==> src/rtl/cnt_pkg.sv <==
// ---------------------------------------------------------------------------
// cnt_pkg
// Shared definitions for the counter top-level and its command dispatcher.
//   - DEF_CNT_WIDTH : default width of a count value, shared with the counter
//   - state_t       : dispatcher FSM state encoding
//                     (S_IDLE=0, S_START=1, S_WAIT=2)
// ---------------------------------------------------------------------------
package cnt_pkg;

    localparam int DEF_CNT_WIDTH = 8;

    typedef enum logic [1:0] {
        S_IDLE  = 2'd0,
        S_START = 2'd1,
        S_WAIT  = 2'd2
    } state_t;

endpackage

==> src/rtl/cnt_cmd_fifo.sv <==
// ---------------------------------------------------------------------------
// cnt_cmd_fifo
// Synchronous FIFO of DEPTH entries, WIDTH bits each, that buffers count
// commands ahead of the dispatcher FSM. The head entry is always visible on
// dout while the FIFO is not empty.
//
// Ports:
//   clk    in   rising-edge clock
//   rst    in   synchronous active-high reset (flushes the FIFO)
//   push   in   write din (ignored when full)
//   din    in   WIDTH-bit write data
//   pop    in   drop the head entry (ignored when empty)
//   dout   out  head entry
//   full   out  occupancy == DEPTH
//   empty  out  occupancy == 0
//   count  out  occupancy, $clog2(DEPTH)+1 bits
// ---------------------------------------------------------------------------
module cnt_cmd_fifo #(
    parameter int WIDTH = 8,
    parameter int DEPTH = 4
) (
    input  logic                     clk,
    input  logic                     rst,
    input  logic                     push,
    input  logic [WIDTH-1:0]         din,
    input  logic                     pop,
    output logic [WIDTH-1:0]         dout,
    output logic                     full,
    output logic                     empty,
    output logic [$clog2(DEPTH):0]   count
);

    localparam int AW = $clog2(DEPTH);
    localparam logic [AW:0] FULL_CNT = (AW+1)'(DEPTH);

    logic [WIDTH-1:0] mem [DEPTH];
    logic [AW-1:0]    wr_ptr;
    logic [AW-1:0]    rd_ptr;
    logic             do_push;
    logic             do_pop;

    // full/empty come only from the registered count, so a pop in the same
    // cycle never makes room for a push while the FIFO is full.
    assign full    = (count == FULL_CNT);
    assign empty   = (count == '0);
    assign do_push = push && !full;
    assign do_pop  = pop && !empty;
    assign dout    = mem[rd_ptr];

    // Pointer and occupancy bookkeeping. DEPTH is a power of two, so the
    // pointers simply wrap on overflow.
    always_ff @(posedge clk) begin
        if (rst) begin
            wr_ptr <= '0;
            rd_ptr <= '0;
            count  <= '0;
        end else begin
            if (do_push) begin
                wr_ptr <= wr_ptr + AW'(1);
            end
            if (do_pop) begin
                rd_ptr <= rd_ptr + AW'(1);
            end
            case ({do_push, do_pop})
                2'b10:   count <= count + (AW+1)'(1);
                2'b01:   count <= count - (AW+1)'(1);
                default: count <= count;
            endcase
        end
    end

    // Storage array needs no reset; stale entries are never read because
    // empty blocks every pop.
    always_ff @(posedge clk) begin
        if (do_push) begin
            mem[wr_ptr] <= din;
        end
    end

endmodule

==> src/rtl/cnt_cmd_dispatcher.sv <==
// ---------------------------------------------------------------------------
// cnt_cmd_dispatcher
// Upstream command stage for the counter top-level. Count commands arrive on
// a valid/ready interface, are buffered in cnt_cmd_fifo and issued one at a
// time as a one-cycle start pulse plus a held count value. The next command
// is issued only after the counter reports done.
//
// Optional feature (macro CNT_CMD_ZERO_SKIP_EN): a zero-valued head entry is
// retired in S_IDLE without issuing a start pulse; it still counts as a
// completed job and leaves cnt_val_o untouched.
//
// Ports:
//   clk          in   rising-edge clock
//   rst          in   synchronous active-high reset
//   cmd_valid_i  in   command present
//   cmd_ready_o  out  FIFO can accept (not full)
//   cmd_val_i    in   requested count value
//   cnt_idle_i   in   counter FSM idle
//   cnt_done_i   in   counter FSM done pulse
//   start_o      out  one-cycle start to counter
//   cnt_val_o    out  registered count value to counter
//   busy_o       out  job in flight
//   pending_o    out  FIFO occupancy (excludes the in-flight job)
//   jobs_o       out  completed jobs, wrapping
// ---------------------------------------------------------------------------
module cnt_cmd_dispatcher
    import cnt_pkg::*;
#(
    parameter int CNT_WIDTH = DEF_CNT_WIDTH,
    parameter int DEPTH     = 4,
    parameter int JOBS_W    = 16
) (
    input  logic                     clk,
    input  logic                     rst,
    input  logic                     cmd_valid_i,
    output logic                     cmd_ready_o,
    input  logic [CNT_WIDTH-1:0]     cmd_val_i,
    input  logic                     cnt_idle_i,
    input  logic                     cnt_done_i,
    output logic                     start_o,
    output logic [CNT_WIDTH-1:0]     cnt_val_o,
    output logic                     busy_o,
    output logic [$clog2(DEPTH):0]   pending_o,
    output logic [JOBS_W-1:0]        jobs_o
);

    state_t               state;
    state_t               next_state;
    logic                 fifo_pop;
    logic                 fifo_full;
    logic                 fifo_empty;
    logic [CNT_WIDTH-1:0] fifo_head;
    logic                 load_val;
    logic                 job_inc;

    cnt_cmd_fifo #(
        .WIDTH (CNT_WIDTH),
        .DEPTH (DEPTH)
    ) u_fifo (
        .clk   (clk),
        .rst   (rst),
        .push  (cmd_valid_i),
        .din   (cmd_val_i),
        .pop   (fifo_pop),
        .dout  (fifo_head),
        .full  (fifo_full),
        .empty (fifo_empty),
        .count (pending_o)
    );

    assign cmd_ready_o = !fifo_full;
    assign busy_o      = (state != S_IDLE);
    // Gated with rst so a reset landing on the S_START cycle issues no pulse.
    assign start_o     = (state == S_START) && !rst;

    // State register.
    always_ff @(posedge clk) begin
        if (rst) begin
            state <= S_IDLE;
        end else begin
            state <= next_state;
        end
    end

    // Next-state decode. The only pop happens on leaving S_IDLE (or on a
    // skipped zero entry), and done is honoured only in S_WAIT.
    always_comb begin
        next_state = state;
        fifo_pop   = 1'b0;
        load_val   = 1'b0;
        job_inc    = 1'b0;
        case (state)
            S_IDLE: begin
                if (!fifo_empty) begin
`ifdef CNT_CMD_ZERO_SKIP_EN
                    if (fifo_head == '0) begin
                        fifo_pop = 1'b1;
                        job_inc  = 1'b1;
                    end else
`endif
                    if (cnt_idle_i) begin
                        fifo_pop   = 1'b1;
                        load_val   = 1'b1;
                        next_state = S_START;
                    end
                end
            end
            S_START: begin
                next_state = S_WAIT;
            end
            S_WAIT: begin
                if (cnt_done_i) begin
                    next_state = S_IDLE;
                    job_inc    = 1'b1;
                end
            end
            default: begin
                next_state = S_IDLE;
            end
        endcase
    end

    // Count value is captured at the pop and held until the next issue.
    always_ff @(posedge clk) begin
        if (rst) begin
            cnt_val_o <= '0;
        end else if (load_val) begin
            cnt_val_o <= fifo_head;
        end
    end

    // Completed-job counter, wrapping naturally at 2^JOBS_W.
    always_ff @(posedge clk) begin
        if (rst) begin
            jobs_o <= '0;
        end else if (job_inc) begin
            jobs_o <= jobs_o + JOBS_W'(1);
        end
    end

endmodule

==> config.mk <==
export PLATFORM = sky130hd
export DESIGN_NAME = cnt_cmd_dispatcher
export DESIGN_NICKNAME = d
export VERILOG_FILES = /design/src/rtl/cnt_pkg.sv /design/src/rtl/cnt_cmd_fifo.sv /design/src/rtl/cnt_cmd_dispatcher.sv
export SDC_FILE = /design/constraint.sdc
export NUM_CORES = 1
export LEC_CHECK = 0
export BUFFER_PORTS_ARGS = -buffer_cell sky130_fd_sc_hd__buf_2
export CAP_MARGIN = 20
export CORE_UTILIZATION = 50
export CTS_CLUSTER_SIZE = 40
export DETAILED_ROUTE_END_ITERATION = 8
export HOLD_SLACK_MARGIN = 0.15
export PLACE_DENSITY = 0.75
export SLEW_MARGIN = 20
export SYNTH_ARGS = -nofsm -noshare
export SYNTH_HDL_FRONTEND = slang
export SYNTH_SLANG_ARGS = --single-unit
==> constraint.sdc <==
create_clock -name clk -period 2.4 [get_ports clk]
set_clock_uncertainty 0.1 [all_clocks]
set_input_delay 0.24 -clock clk [delete_from_list [all_inputs] [get_ports clk]]
set_output_delay 0.24 -clock clk [all_outputs]
set_load 0.02 [all_outputs]
# After elaboration in Yosys (flattened, before gate mapping)
# Memory sizes are Yosys's and may differ from the RTL's. A register that Yosys moved wholly into a read port is not among the register bits.
# Cells that the tools add are included.
# word_totals
register_bits	25
ramBits	32
inputBits	13
out_inout_bits	30
wordCells	42
mem_count	1
# memory_table
memory	words	word_bits	read_ports	rd_ports_with_merged_regs	write_ports	line_no	source
u_fifo.mem	4	8	1	1	1	cnt_cmd_fifo.sv:36	logic [WIDTH-1:0] mem [DEPTH];
# classes
add_sub_neg	5
eq_ne	8
muxes	12
reduce_logical	11
# ops
cell	n
$add A16 B1 Y16 const B	1
$mux W1	7
$mux W2	3
$ne A2 B2 Y1 const B	3
$pmux W2 S3	1
$pmux W3 S2	1
$add A2 B1 Y2 const B	2
$eq A2 B1 Y1 const B	2
$eq A2 B2 Y1 const B	2
$reduce_bool A2 Y1	2
$add A3 B1 Y3 const B	1
$eq A3 B3 Y1 const B	1
$logic_and A1 B1 Y1	3
$logic_not A1 Y1	3
$logic_not A3 Y1	1
$reduce_and A3 Y1	1
$sub A3 B1 Y3 const B	1
$logic_not A2 Y1	1

# Logic depth before layout (Yosys ltp)
# Gate-level depths: netlist of run 1.
# depth
ltp_word	6
depth_mapped	10
ltp_nobuf	9

# Modules after synthesis
# From an unflattened synthesis of run 1, not the netlist that was laid out.
# hier_totals
hier_cells	228
area_unflattened_um2	2824.0
# by_module_without_submodules
mod	instances	cells_per_inst	area_each_um2	seq_area_each_um2
cnt_cmd_fifo	1	96	1630.3	1141.1
cnt_cmd_dispatcher	1	132	1193.6	520.5

# Least setup slack after synthesis of run 1
# No wires, ideal clock.
# synth_path
kind	flip-flop to flip-flop
from	register u_fifo.count[2]
to	register u_fifo.count[2]
setup_time_ps	71
arrival_time_ps	2414
required_time_ps	2229
path_slack_ps	-185
stages_incl_launch_ff	10
n_path_buf	0
synth_period_minus_slack_ps	2585
path_cell_list	dfxtp_1 or3b_1 and2_1 inv_1 ha_1 inv_1 fa_1 xor2_1 or3_1 a21oi_1
# synth_via
word_cells_on_any_way	14
classes_between	add/sub (2); eq/ne (3); mux (3); reduce/logical (6)
# synth_rtl
item	line_no	source
start, declared	cnt_cmd_fifo.sv:30	output logic [$clog2(DEPTH):0] count
start signal, assigned	cnt_cmd_fifo.sv:65	2'b10: count <= count + (AW+1)'(1);
start signal, assigned	cnt_cmd_fifo.sv:66	2'b01: count <= count - (AW+1)'(1);
start signal, assigned	cnt_cmd_fifo.sv:67	default: count <= count;
$eq A3 B3 Y1 (*)	cnt_cmd_fifo.sv:44	assign full = (count == FULL_CNT);
$logic_not A1 Y1 (*)	n/a	
named net cmd_ready_o	cnt_cmd_dispatcher.sv:36	output logic cmd_ready_o,
$logic_and A1 B1 Y1 (*)	cnt_cmd_fifo.sv:46	assign do_push = push && !full;
$eq A2 B1 Y1 / $eq A2 B2 Y1 (equally long branches)	cnt_cmd_fifo.sv:64	case ({do_push, do_pop})
$pmux W3 S2 / $reduce_bool A2 Y1 (equally long branches)	n/a	
# The timed path passes the listed nets; every way through them passes the cells marked *.
# A chain may end at the register's enable or synchronous reset.

# Final worst setup path of run 1
# layout_path
from	register u_fifo.count[1]
to	register u_fifo.count[2]
# layout_via
elab_chain_cells	6
word_cells_on_any_way	14
classes_between	add/sub (2); eq/ne (3); mux (3); reduce/logical (6)
# layout_rtl
item	line_no	source
$logic_not A3 Y1	cnt_cmd_fifo.sv:45	assign empty = (count == '0);
$mux W1	cnt_cmd_dispatcher.sv:94	if (!fifo_empty) begin
$mux W1	cnt_cmd_dispatcher.sv:92	case (state)
$logic_and A1 B1 Y1	cnt_cmd_fifo.sv:47	assign do_pop = pop && !empty;
$eq A2 B1 Y1 / $eq A2 B2 Y1 (equally long branches)	cnt_cmd_fifo.sv:64	
$pmux W3 S2 / $reduce_bool A2 Y1 (equally long branches)	n/a	
# Parallel ways exist; a longest one is shown, timed or not.

==> results of run 1 <==
## through the flow
stage | instance area [um^2] | setup slack (ns) | util, %
floorplan | 2670 | 0.0264 | -
global placement | 2970 | 0.111 | 58.1
detailed placement | 2970 | 0.0374 | 58.1
CTS | 3240 | 0.0146 | 63.5
global route | 3260 | 0.0209 | 63.7
finish | 3260 | 0.0792 | 63.7
## repair_timing
action,CTS,global route
endpoints found under the setup margin,0,1
hold endpoints to repair,33,0
hold buffers,9,0
setup buffers,0,1
gates resized for setup,0,2
## critical path, delay by kind of cell (launching register included)
| kind | cells | cell delay (ns) |
|---|---|---|
| AOI/OAI and AO/OA | 1 | 0.13 |
| xor gates and xnor gates | 1 | 0.15 |
| adders and majority gates | 2 | 0.52 |
| buffers and inverters | 2 | 0.14 |
| DFF | 1 | 0.34 |
| and+or+nand+nor | 3 | 0.88 |
## area by class of cell
cell class                 instances  area, um^2  share of cell area, %
multi-input combinational        126         970                   29.8
timing repair buffer              57         345                   10.6
inverter                          10        37.5                   1.15
clock buffer                      11         131                   4.04
tap                               70        87.6                   2.69
sequential                        65        1630                   50.0
clock inverter                     5        56.3                   1.73
## cell families (layout without fill, tap and decap cells)
kind of cell	Yosys count	count (layout)	share of synthesized area [%]
DFF	65	65	61.0
AOI/OAI and AO/OA	17	17	3.63
adders and majority gates	7	7	3.58
and+or+nand+nor	71	71	14.1
xor gates and xnor gates	14	14	4.61
buffers and inverters	19	83	2.87
muxes	17	17	10.2
## synthesized netlist by cell type (2+ instances only)
cell | count | share of area (%)
nand2_1 | 7 | 0.99
xor2_1 | 8 | 2.6
nand4_1 | 2 | 0.47
edfxtp_1 | 32 | 36
and2_1 | 2 | 0.47
nand2b_1 | 2 | 0.47
or4_1 | 3 | 0.85
nor3_1 | 2 | 0.38
clkbuf_1 | 4 | 0.56
inv_1 | 10 | 1.4
dfxtp_1 | 33 | 25
nand3_1 | 7 | 1.3
mux4_2 | 8 | 6.8
mux2i_1 | 9 | 3.4
buf_2 | 3 | 0.56
nor2_1 | 28 | 4.0
ha_1 | 6 | 2.8
a21oi_1 | 10 | 1.9
or3_1 | 4 | 0.94
o21ai_0 | 3 | 0.56
and3_1 | 6 | 1.4
xnor2_1 | 6 | 2.0
o31ai_1 | 2 | 0.56
## power by group
group          internal (mW)  total (mW)  switching (mW)
logic                  0.352       0.732           0.380
registers               1.31        1.42           0.115
clock network          0.478       0.891           0.413
total                   2.14        3.05           0.908
## layer usage
metal / global-route usage, % / up-vias / share of wire [%]
met2: 31.2 / 45 / 50
met3: 6.83 / 9 / 3.8
li1: - / 870 / -
met1: 23.5 / 835 / 45
met5: 0 / - / 0
met4: 12.2 / 0 / 2.0
## worst max path at each step
stage | from | slack [ns] | endpoint
2_1_floorplan | u_fifo.count[2] | 0.03 | u_fifo.count[2]
3_3_place_gp | u_fifo.count[2] | 0.11 | u_fifo.count[2]
3_5_place_dp | u_fifo.count[1] | 0.04 | u_fifo.count[2]
4_1_cts | u_fifo.count[1] | 0.01 | u_fifo.count[2]
5_1_grt | u_fifo.count[2] | 0.02 | u_fifo.count[2]
6_report | u_fifo.count[1] | 0.08 | u_fifo.count[2]
## state kept, by name, indices dropped and copies added, names as in the netlist
signal         cells
state              2
u_fifo.mem        32
u_fifo.rd_ptr      2
u_fifo.wr_ptr      2
cnt_val_o          8
u_fifo.count       3
jobs_o            16
==> impl_metrics.ini, run 1 <==
[sta]
max_freq_ghz = 0.431
slew_violations = 0
setup_viol = 0
hold_viol = 0
holdWs_ns = 0.159
fin_crit_ns = 2.32
maxSlewHeadroom_pct = 61.5
rsz0062_at_grt = false
tns_ns = 0
fin_crit_sh_pct = 96.7
max_slew.worst_pin.slew_ns = 0.576

[clock_tree]
clk_latency_ns = 0.34
root_buffer = clkbuf_8
h-tree-depth = 3
clock_sinks = 65
clkTransAtPathRegs_ns = 0.07
cts.path.max_buffers = 2
numCtsBuffers = 9
tritoncts = built

[hold_path]
hold_end = cnt_val_o[4]
holdCritStartpoint = rst
hold_class = in -> reg
whs_path_depth = 2

[drt]
wl_um = 4930
wl_per_cell_um = 14.3
first_pass_iters = 4
ant_nets = 0
dr_total_vias = 1759
drt_iter0_drc = 91
drc = 0
vias_per_cell = 5.11

[worst_setup_path]
endpoint_kind = register
timing.rr.start = u_fifo.count[1]
critPathKind = reg -> reg
worstPathRequired_ns = 2.57
r2r-end = u_fifo.count[2]
reg2reg_depth = 9
slowest_stage = or3b_4
crit_path_max_incr_delay_ns = 0.40
rrSetupSlack_ns = 0.08
path_max_fanout = 5
critPathLaunchType = register
crit_top_cell = inv_1
cp.arrival_ns = 2.49
crit_chain = or3b_4 > and2_4 > inv_1 > ha_2 > inv_1 > fa_2 > xor2_1 > or3_1 > a21oi_1

[grt]
grt_util_all_layers_pct = 19.8
grt_pass1_wl_um = 7810
antenna_found_initial = 0
grt_overflow = 0
grt_pass1_vias = 1674
grt_max_degree = 20

[pwr]
powerDensity_nw_per_um2 = 936
power_mw = 3.05
irDropWorstVdd_v = 0.000450
p_leak_nw = 1.33

[die]
core_area_um2 = 5110
die_w_um = 74.9
die_area_um2 = 5610
start_util_pct = 52.0
rows = 26
die_h_um = 74.9
boundaryPins = 43

[placed_design]
place_inst = 318
dpl.hpwl_um = 3320
portBuffers = 42
place.gp.congestion = 0.798

[logic_synthesis]
syn_inst = 210
async_flop_share_pct = 0
avgSynthCellArea_um2 = 12.7
ys_types = 36
synthesis.nets = 230
syn_area_um2 = 2660
yosysWarningCount = 0
synth_edf_count = 32
synthFlopType = dfxtp_1
ys_ff_latch = 65
synth_seq_area_share_pct = 61.0

[cells_and_area]
drive_gt1_share_pct = 29.9
final_cell_mix = 42 x buf_2, 32 x edfxtp_1, 30 x dfxtp_1, 28 x nor2_1
final_cells = 344
final_common_cell = buf_2
final_nets = 289
num-fill-cells = 386
n_antenna_cell = 0
area_growth_pct = 22.5

[run_status]
run_status = complete, no violations

[flow_run]
drv_cap = 0
(Power assumes the default switching activity.)
==> run 2: changes to the inputs <==
PLACE_DENSITY = not set   (was 0.75)
PLACE_DENSITY_LB_ADDON = 0.3   (was not set)
TNS_END_PERCENT = 50   (was not set)
==> run 2 against run 1 <==
Effect of this change: critical path depth is the same; sequential power hardly changed; via count rose by 0.97%; final area increased by 0.19%; worst hold slack improved by 0.0063 ns; sequential cell count did not move; register-to-register slack hardly changed; power fell by 2.5%; clock power down 7.7%; die area did not move; wire length fell by 3.4%; critical path type unchanged; highest routed layer unchanged.
==> impl_metrics.ini, run 2 (synthesis results as in run 1) <==
[clock_tree]
tritoncts = built
root_buffer = clkbuf_8
clkTransAtPathRegs_ns = 0.07
cts.path.max_buffers = 2
h-tree-depth = 3
clock_sinks = 65
numCtsBuffers = 9
clk_latency_ns = 0.34

[cells_and_area]
multi_input_comb_area_um2 = 973
num-fill-cells = 413
top_regs = u_fifo.mem: 32 flops, jobs_o: 16 flops, cnt_val_o: 8 flops
final_area_um2 = 3260
final_common_cell = buf_2
top_register = u_fifo.mem
final_cell_mix = 42 x buf_2, 32 x edfxtp_1, 30 x dfxtp_1, 28 x nor2_1, 10 x dlygate4sd3_1
register_area_um2 = 1630
area_growth_pct = 22.7
final_nets = 290
fin_util_pct = 63.9
drive_gt1_share_pct = 31.3
n_antenna_cell = 0
largest_register_ffs = 32

[pwr]
switching_share_pct = 31.2
p_leak_nw = 1.32
power_mw = 2.97
irDropWorstVdd_v = 0.000523
pwr-share-comb_pct = 24.4
power_switching_mw = 0.928
p_int_mw = 2.04
clockPowerShare_pct = 27.7
seqPwrFrac_pct = 47.9
powerDensity_nw_per_um2 = 911

[drt]
wl_per_cell_um = 13.8
first_pass_iters = 4
dr_total_vias = 1776
drt_iter0_drc = 144
ant_nets = 0
drc = 0
wl_um = 4760
vias_per_cell = 5.15

[sta]
fin_crit_sh_pct = 96.3
holdWs_ns = 0.166
tns_ns = 0
hold_viol = 0
max_freq_ghz = 0.433
slew_violations = 0
setup_viol = 0
rsz0062_at_grt = true
maxSlewHeadroom_pct = 59.1
max_slew.worst_pin.slew_ns = 0.612
fin_crit_ns = 2.31

[flow_run]
drv_cap = 0

[placed_design]
dpl.hpwl_um = 3130
portBuffers = 42
placedInstanceArea_um2 = 2960
place.gp.congestion = 0.755

[die]
core_area_um2 = 5110
rows = 26
boundaryPins = 43
start_util_pct = 52.0
die_h_um = 74.9
die_w_um = 74.9
die_area_um2 = 5610

[worst_setup_path]
slowest_stage = or3b_4
crit_family = simple AND/OR/NAND/NOR gates
startpoint = u_fifo.count[0]
path_max_fanout = 5
critPathLaunchType = register
crit_path_max_incr_delay_ns = 0.42
worstPathRequired_ns = 2.57
path_buf_inv = 2
crit_chain = or3b_4 > and2_4 > inv_2 > ha_2 > inv_1 > fa_2 > xor2_1 > or3_1 > a21oi_2
rrSetupSlack_ns = 0.09
critPathKind = reg -> reg
timing.rr.start = u_fifo.count[0]
cp.arrival_ns = 2.48
endpoint_kind = register

[run_status]
run_status = complete, no violations

[grt]
grt_pass1_wl_um = 7620
grt_util_all_layers_pct = 19.2
grt_overflow = 0
grt_max_degree = 21
antenna_found_initial = 0
grt_pass1_vias = 1653

[hold_path]
hold_class = in -> reg
holdCritStartpoint = cnt_idle_i
[run 2: cell types whose count changed in the layout (fill, tap and decap cells not counted), sizes merged]
cell / change
bufinv: -1
clkbuf: -2
clkinv: -1
clkinvlp: +3
dlygate4sd3: +1
inv: +1
[run 2: power by group through the flow]
stage	registers (mW)	clock network (mW)	logic [mW]
2_1_floorplan	1.46	0	0.483
3_3_place_gp	1.45	0	0.683
3_5_place_dp	1.45	0	0.694
4_1_cts	1.43	0.841	0.721
5_1_grt	1.45	0.890	0.800
6_report	1.42	0.822	0.724
[run 2: stage by stage]
stage | std cells | worst slack [ns]
2_1_floorplan | 210 | 0.0264
3_3_place_gp | 317 | 0.0698
3_5_place_dp | 317 | 0.0119
4_1_cts | 343 | 0.0439
5_1_grt | 345 | -0.00494
6_report | 345 | 0.0897
[run 2: final cells by class]
type	instances	share of cell area, %
sequential	65	49.9
multi-input combinational	126	29.8
timing repair buffer	58	10.9
clock buffer	9	3.80
tap	70	2.69
clock inverter	7	1.73
inverter	10	1.15
[run 2: worst paths after layout]
path                 endpoint  cells past startpoint
max           u_fifo.count[2]                      9
min          u_fifo.rd_ptr[1]                      4
max reg2reg   u_fifo.count[2]                      9
min reg2reg      cnt_val_o[1]                      2
[run 2: what timing repair did]
action,4_1_cts,5_1_grt
hold endpoints to repair,36,0
pin swaps,1,2
setup buffers,0,2
hold buffers,10,0
endpoints found under the setup margin,1,1
cloned,0,0
gates resized for setup,3,1
[run 2: routing by layer]
layer	share of wire (%)	wire (um)	global-route usage, %
met5	0	0	0
met4	1.5	73	8.81
met3	5.9	280	6.43
met2	48	2280	30.3
met1	45	2120	24.1
[run 2: worst register-to-register path, cell delays in order, from the launching register on]
cell	delay (ns)
dfxtp_2	0.34
or3b_4	0.42
and2_4	0.18
inv_2	0.05
ha_2	0.16
inv_1	0.05
fa_2	0.33
xor2_1	0.16
or3_1	0.32
a21oi_2	0.12
==> run 3: changes to the inputs <==
clock period = 2.7 ns   (was 2.4 ns; I/O delays follow)
==> run 3 against run 2 <==
Effect of this change: critical path depth unchanged; register-to-register slack improved by 0.13 ns; maximum frequency decreased by 7.0%; sequential share of layout area increased by 0.62 points; via count decreased by 2.9%; largest power group unchanged; first-iteration DRC count decreased by 57%.
==> impl_metrics.ini, run 3 (synthesis results as in run 1) <==
[worst_setup_path]
path_buf_inv = 2
slowest_stage = or3b_1
cp.arrival_ns = 2.64
crit_chain = or3b_1 > and2_1 > inv_1 > ha_1 > inv_1 > fa_1 > xor2_1 > or3_1 > a21oi_1
crit_top_cell = inv_1
r2r-end = u_fifo.count[2]
timing.rr.start = u_fifo.count[2]
critPathLaunchType = register
reg2reg_depth = 9
critPathKind = reg -> reg
rrSetupSlack_ns = 0.22
endpoint_kind = register
crit_path_max_incr_delay_ns = 0.43
path_max_fanout = 6
crit_family = simple AND/OR/NAND/NOR gates
worstPathRequired_ns = 2.85

[hold_path]
whs_path_depth = 4
hold_class = in -> reg
holdCritStartpoint = cnt_idle_i
hold_end = u_fifo.rd_ptr[1]

[die]
die_w_um = 74.9
boundaryPins = 43
die_h_um = 74.9
die_area_um2 = 5610
start_util_pct = 52.0
rows = 26
core_area_um2 = 5110

[clock_tree]
h-tree-depth = 3
numCtsBuffers = 9
root_buffer = clkbuf_8
cts.path.max_buffers = 2
clock_sinks = 65
clkTransAtPathRegs_ns = 0.07
clk_latency_ns = 0.32
tritoncts = built

[drt]
ant_nets = 0
drt_iter0_drc = 62
wl_um = 4710
wl_per_cell_um = 13.9
dr_total_vias = 1724
first_pass_iters = 4
drc = 0
vias_per_cell = 5.09

[sta]
fin_crit_sh_pct = 92.0
max_freq_ghz = 0.403
tns_ns = 0
fin_crit_ns = 2.48
slew_violations = 0
max_slew.worst_pin.slew_ns = 0.651
setup_viol = 0
rsz0062_at_grt = false
maxSlewHeadroom_pct = 56.6
hold_viol = 0

[grt]
antenna_found_initial = 0
grt_overflow = 0
grt_max_degree = 20
grt_pass1_vias = 1532
grt_util_all_layers_pct = 18.2
grt_pass1_wl_um = 7270

[cells_and_area]
register_area_um2 = 1620
area_growth_pct = 20.8
top_register = u_fifo.mem
final_nets = 285
final_common_cell = buf_2
num-fill-cells = 430
top_regs = u_fifo.mem: 32 flops, jobs_o: 16 flops, cnt_val_o: 8 flops
final_cell_mix = 42 x buf_2, 33 x dfxtp_1, 32 x edfxtp_1, 28 x nor2_1
drive_gt1_share_pct = 26.0
largest_register_ffs = 32
multi_input_comb_area_um2 = 960
n_antenna_cell = 0

[run_status]
run_status = complete, no violations

[placed_design]
dpl.hpwl_um = 3160
portBuffers = 42
place.gp.congestion = 0.724

[pwr]
power_mw = 2.65
irDropWorstVdd_v = 0.000606
powerDensity_nw_per_um2 = 827
p_leak_nw = 1.31

[flow_run]
drv_cap = 0
run 3: cell type report:
cell class / instances / area share, %
sequential: 65 / 50.5
multi-input combinational: 126 / 29.9
timing repair buffer: 53 / 9.82
clock buffer: 12 / 4.52
tap: 70 / 2.73
clock inverter: 3 / 1.33
inverter: 10 / 1.17
run 3: worst max-delay path by stage:
stage                           end  depth (start not counted)       startpoint  slack, ns
floorplan           u_fifo.count[2]                          9  u_fifo.count[2]       0.12
global placement    u_fifo.count[2]                          9  u_fifo.count[0]       0.30
detailed placement  u_fifo.count[2]                          9  u_fifo.count[0]       0.25
CTS                 u_fifo.count[2]                          9  u_fifo.count[0]       0.22
global route        u_fifo.count[2]                          9  u_fifo.count[0]       0.05
finish              u_fifo.count[2]                          9  u_fifo.count[2]       0.22
run 3: tightest hold or removal path: cells and delay by family:
family	cells	cell delay (ns)
xor+xnor	1	0.06
buf+inv	1	0.11
simple gates	2	0.16
run 3: metal layers:
| layer | wire, um | track usage, % | vias to the layer above | share of wire, % |
|---|---|---|---|---|
| li1 | - | - | 861 | - |
| met4 | 83 | 8.81 | 0 | 1.8 |
| met2 | 2100 | 27.5 | 41 | 45 |
| met3 | 188 | 4.02 | 10 | 4.0 |
| met1 | 2340 | 25.0 | 812 | 50 |
| met5 | 0 | 0 | - | 0 |
run 3: what timing repair did:
action	CTS	global route
hold endpoints to repair	33	0
setup buffers	0	0
resized for setup	0	0
hold buffers	9	0
run 3: per-stage QoR:
stage | hold slack, ns | worst slack [ns] | util, % | std cells | cell area (um^2)
global route | 0.228 | 0.0530 | 62.8 | 339 | 3210
finish | 0.219 | 0.216 | 62.8 | 339 | 3210
CTS | 0.215 | 0.218 | 62.8 | 339 | 3210
floorplan | 0.269 | 0.115 | - | 210 | 2660
global placement | 0.370 | 0.303 | 57.4 | 315 | 2930
detailed placement | 0.382 | 0.247 | 57.4 | 315 | 2930
run 3: where the power goes:
part,switching [mW],leakage (nW),internal (mW)
combinational,0.318,0.653,0.285
sequential,0.105,0.561,1.16
clock,0.341,0.0925,0.446
